## src/rtl/ysyx_22041211_imm_ext_pipe.sv

```systemverilog
// RV32I/RV64I immediate extractor/extender with a registered valid/ready output
// stage and a one-entry skid buffer; an opaque tag travels with each beat.
module ysyx_22041211_imm_ext_pipe #(
  parameter int unsigned XLEN  = 32,
  parameter int unsigned TAG_W = 5
) (
  input  logic             clk,
  input  logic             rst,
  input  logic             in_valid,
  output logic             in_ready,
  input  logic [31:0]      in_inst,
  input  logic [2:0]       in_type,
  input  logic [TAG_W-1:0] in_tag,
  output logic             out_valid,
  input  logic             out_ready,
  output logic [XLEN-1:0]  out_imm,
  output logic [TAG_W-1:0] out_tag,
  output logic             out_err
);

  if ((XLEN != 32) && (XLEN != 64)) begin : gen_bad_xlen
    $error("ysyx_22041211_imm_ext_pipe: XLEN must be 32 or 64");
  end
  if (TAG_W < 1) begin : gen_bad_tag_w
    $error("ysyx_22041211_imm_ext_pipe: TAG_W must be at least 1");
  end

  typedef enum logic [2:0] {
    FmtI = 3'b000,
    FmtS = 3'b001,
    FmtB = 3'b010,
    FmtU = 3'b011,
    FmtJ = 3'b100,
    FmtZ = 3'b101
  } fmt_e;

  logic [31:0]      imm32;
  logic [XLEN-1:0]  dec_imm;
  logic             dec_err;

  // Opcode bits never contribute to any immediate.
  logic unused_opcode;
  assign unused_opcode = ^in_inst[6:0];

  always_comb begin
    imm32   = '0;
    dec_err = 1'b0;
    unique case (in_type)
      FmtI:    imm32 = {{20{in_inst[31]}}, in_inst[31:20]};
      FmtS:    imm32 = {{20{in_inst[31]}}, in_inst[31:25], in_inst[11:7]};
      FmtB:    imm32 = {{19{in_inst[31]}}, in_inst[31], in_inst[7], in_inst[30:25],
                        in_inst[11:8], 1'b0};
      FmtU:    imm32 = {in_inst[31:12], 12'b0};
      FmtJ:    imm32 = {{11{in_inst[31]}}, in_inst[31], in_inst[19:12], in_inst[20],
                        in_inst[30:21], 1'b0};
      FmtZ:    imm32 = {27'b0, in_inst[19:15]};
      default: dec_err = 1'b1;
    endcase
    // Every 32-bit form is already correctly signed in bit 31 (Z and illegal give 0).
    dec_imm       = {XLEN{imm32[31]}};
    dec_imm[31:0] = imm32;
  end

  logic             out_valid_q, out_valid_d;
  logic [XLEN-1:0]  out_imm_q, out_imm_d;
  logic [TAG_W-1:0] out_tag_q, out_tag_d;
  logic             out_err_q, out_err_d;
  logic             skid_valid_q, skid_valid_d;
  logic [XLEN-1:0]  skid_imm_q, skid_imm_d;
  logic [TAG_W-1:0] skid_tag_q, skid_tag_d;
  logic             skid_err_q, skid_err_d;

  logic in_fire;
  logic out_free;

  assign in_ready = !rst && !skid_valid_q;
  assign in_fire  = in_valid && in_ready;
  assign out_free = !out_valid_q || out_ready;

  always_comb begin
    out_valid_d  = out_valid_q;
    out_imm_d    = out_imm_q;
    out_tag_d    = out_tag_q;
    out_err_d    = out_err_q;
    skid_valid_d = skid_valid_q;
    skid_imm_d   = skid_imm_q;
    skid_tag_d   = skid_tag_q;
    skid_err_d   = skid_err_q;
    if (out_free) begin
      // A full skid means in_ready was low, so no new beat competes with it.
      if (skid_valid_q) begin
        out_valid_d  = 1'b1;
        out_imm_d    = skid_imm_q;
        out_tag_d    = skid_tag_q;
        out_err_d    = skid_err_q;
        skid_valid_d = 1'b0;
      end else if (in_fire) begin
        out_valid_d = 1'b1;
        out_imm_d   = dec_imm;
        out_tag_d   = in_tag;
        out_err_d   = dec_err;
      end else begin
        out_valid_d = 1'b0;
      end
    end else if (in_fire) begin
      skid_valid_d = 1'b1;
      skid_imm_d   = dec_imm;
      skid_tag_d   = in_tag;
      skid_err_d   = dec_err;
    end
  end

  always_ff @(posedge clk) begin
    if (rst) begin
      out_valid_q  <= 1'b0;
      out_imm_q    <= '0;
      out_tag_q    <= '0;
      out_err_q    <= 1'b0;
      skid_valid_q <= 1'b0;
      skid_imm_q   <= '0;
      skid_tag_q   <= '0;
      skid_err_q   <= 1'b0;
    end else begin
      out_valid_q  <= out_valid_d;
      out_imm_q    <= out_imm_d;
      out_tag_q    <= out_tag_d;
      out_err_q    <= out_err_d;
      skid_valid_q <= skid_valid_d;
      skid_imm_q   <= skid_imm_d;
      skid_tag_q   <= skid_tag_d;
      skid_err_q   <= skid_err_d;
    end
  end

  assign out_valid = out_valid_q;
  assign out_imm   = out_imm_q;
  assign out_tag   = out_tag_q;
  assign out_err   = out_err_q;

endmodule

```

## config.mk

```make
export PLATFORM = sky130hd
export DESIGN_NAME = ysyx_22041211_imm_ext_pipe
export DESIGN_NICKNAME = d
export VERILOG_FILES = /design/src/rtl/ysyx_22041211_imm_ext_pipe.sv
export SDC_FILE = /design/constraint.sdc
export NUM_CORES = 1
export LEC_CHECK = 0
export CORE_MARGIN = 5
export CORE_UTILIZATION = 55
export DETAILED_ROUTE_END_ITERATION = 7
export GPL_TIMING_DRIVEN = 0
export HOLD_SLACK_MARGIN = 0.12
export PLACE_DENSITY = 0.86
export RECOVER_POWER = 50
export SLEW_MARGIN = 20
export SYNTH_ARGS = -nofsm -noshare
export SYNTH_HDL_FRONTEND = slang
export SYNTH_SLANG_ARGS = --single-unit
```

## constraint.sdc

```tcl
create_clock -name clk -period 2.7 [get_ports clk]
set_input_delay 0.27 -clock clk [delete_from_list [all_inputs] [get_ports clk]]
set_output_delay 0.27 -clock clk [all_outputs]
set_load 0.01 [all_outputs]
```

==> results.json <==
{
  "nNetsFinal": 567,
  "leakagePower_nw": 1.83,
  "pre_cts_ws_ps": 575,
  "rsz0062_at_grt": "no",
  "worstPathCellList": "clkbuf_1 -> nor4b_1 -> o211ai_1 -> a21oi_1 -> nor3_1",
  "clkSlewWorstSetupHoldPaths_ps": 90,
  "vias": 3706,
  "ios": 84,
  "cts_tree": "yes",
  "grt_pass1_vias": 3599,
  "fin_tns_setup_ps": 0,
  "grt_pass1_wl_um": 17800,
  "p_per_area_nw_per_um2": 524,
  "yosys.area_share.simple": 0.234,
  "first_pass_iters": 5,
  "synth_top_family_by_area": "compound AO/OA/AOI/OAI gates",
  "via_per_inst": 5.94,
  "syn_avg_cell_area_um2": 8.75,
  "place.gp.congestion": 0.878,
  "skew_ps": 8.80,
  "slowest_stage": "nor4b_1",
  "finalSetupViolations": 0,
  "cp-end-kind": "flop",
  "synth_compound_area_frac": 0.245,
  "die-width_um": 93.4,
  "worstSetupPathType": "flop to flop",
  "rows": 30,
  "relSlewSlack": 0.363,
  "setup_ws_ps": 545,
  "yosysMostFrequentCell": "dfxtp_1",
  "cp_top_family": "compound AO/OA/AOI/OAI gates",
  "maxCapViolCount": 0,
  "worstSetupStartpointType": "flop",
  "cts_sinks": 78,
  "instances_no_fill": 624,
  "yosys.area.top_type": "dfxtp_1",
  "post-place-cells": 608,
  "clk_latency_ps": 350,
  "yosys.area_share.adder": 0.00295,
  "slowest_delay_ps": 640,
  "layout-drive-gt1-share": 0.104,
  "seq_area_um2": 1560,
  "post_cts_resize_count": 0,
  "syn-num-nets": 481,
  "slew_violations": 0,
  "drc": 0,
  "htreeDepth": 3,
  "finalCriticalPeriod_ps": 2150,
  "track_usage": 0.255,
  "die_area_um2": 8720,
  "utilization": 0.715,
  "portBuffers": 75,
  "cts.root.buffer_cell": "clkbuf_8",
  "synthMuxAreaShare": 0.0435,
  "hold_buffers": 0,
  "grt_max_degree": 15,
  "ant_nets": 0,
  "cp_max_fo": 10,
  "fillers": 517,
  "power_mw": 2.55,
  "ys.flop_type": "dfxtp_1",
  "fp.dieH_um": 93.4,
  "synth-seq-cells": 78,
  "tightest_slew_ps": 951,
  "diodes": 0,
  "cts_buffers": 9,
  "antenna_found_initial": 0,
  "ys_top_cells_by_area": "dfxtp_1, a211oi_1, a21oi_1",
  "fin_crit_sh": 0.798,
  "start_util": 0.563,
  "yosysSeqAreaShare": 0.408,
  "hpwl_um": 8000,
  "required_ps": 2910,
  "multi_input_area_um2": 1990,
  "yosys.cell_types.count": 39,
  "core_um2": 6790,
  "netlist_area_um2": 3820,
  "final_hold_viol_count": 0,
  "yosys_warnings": 0,
  "drt_iter0_markers": 427,
  "ys_top_cells_by_count": "dfxtp_1, nor2_1, a21oi_1",
  "syn_inst": 437,
  "hp-class": "flop to flop",
  "cts_buffer_depth": 2,
  "timing.fmax_ghz": 0.464,
  "async_flop_share": 0,
  "ir_drop_uv": 347,
  "synth_xor_area_frac": 0,
  "outcome": "completed",
  "critPathBufInv": 1,
  "synth_top_area_frac": 0.408,
  "synthToLayoutAreaGrowth_pct": 27.1,
  "gr-total-overflow": 0,
  "post_cts_buffers": 0,
  "finalWirelength_um": 11000,
  "worstPathArrival_ps": 2370,
  "wl_per_cell_um": 17.7,
  "synth_edf_count": 0
}
-- state kept, by name, summed over array words and instances, names as in the netlist --
register,count
skid_tag_q,5
skid_err_q,1
out_tag,5
out_err,1
out_valid,1
skid_imm_q,32
skid_valid_q,1
out_imm,32
-- per-layer routing --
layer | vias to the layer above | GRT usage | part of all wire
met5 | - | 0 | 0
met4 | 0 | 0.116 | 0.024
met3 | 31 | 0.0354 | 0.064
met2 | 164 | 0.406 | 0.48
met1 | 1751 | 0.343 | 0.43
li1 | 1760 | - | -
-- path summary, 6_finish.rpt --
check | startpoint | endpoint | slack [ps] | cells after the start
setup / recovery | skid_valid_q | skid_imm_q[27] | 550 | 5
hold / removal | skid_imm_q[6] | skid_imm_q[6] | 460 | 2
setup reg to reg | skid_valid_q | skid_imm_q[27] | 550 | 5
hold reg to reg | skid_imm_q[6] | skid_imm_q[6] | 460 | 2
-- cells in the final DEF (no fill, tap or decap), types with 9 or more instances in the layout --
master / n
a211oi_1: 32
nor2_1: 60
nor3_1: 18
o211ai_1: 12
nand3b_1: 20
o41ai_2: 9
clkdlybuf4s50_1: 35
nand2_1: 33
a21oi_1: 47
dlygate4sd3_1: 40
nor2b_1: 11
dfxtp_1: 78
mux2i_1: 11
buf_2: 12
clkbuf_8: 9
clkbuf_1: 24
-- metrics by stage --
step	hold slack, ps	cell area (um2)
2_1_floorplan	406	3820
3_3_place_gp	441	4690
3_5_place_dp	447	4690
4_1_cts	459	4890
5_1_grt	481	4860
6_report	458	4860
-- cell type report --
class / count / area share
plain buffers: 45 / 0.0479
flip-flops and latches: 78 / 0.321
inverters: 3 / 0.00232
well taps: 96 / 0.0247
clock inverters: 6 / 0.0142
repair buffers: 75 / 0.154
multi-input cells: 311 / 0.409
clock buffers: 10 / 0.0263
-- worst reg2reg max path: stages (launching register included) --
cell and delay [ps]:
dfxtp_1 310, clkbuf_1 150, nor4b_1 640, o211ai_1 550
a21oi_1 290, nor3_1 70
-- kinds of logic after synthesis --
logic type,count (synthesis)
fa+ha+maj,1
flops,78
simple gates,170
compound gates,124
mux,16
buf+inv,48
-- report_power, final --
part,leakage [nW],internal (mW),switching (mW),total (mW)
Sequential,0.635,1.20,0.0249,1.22
Combinational,1.10,0.203,0.238,0.442
Clock,0.0973,0.434,0.448,0.882
Total,1.83,1.83,0.711,2.55
Power figures use the tool's default switching activity.
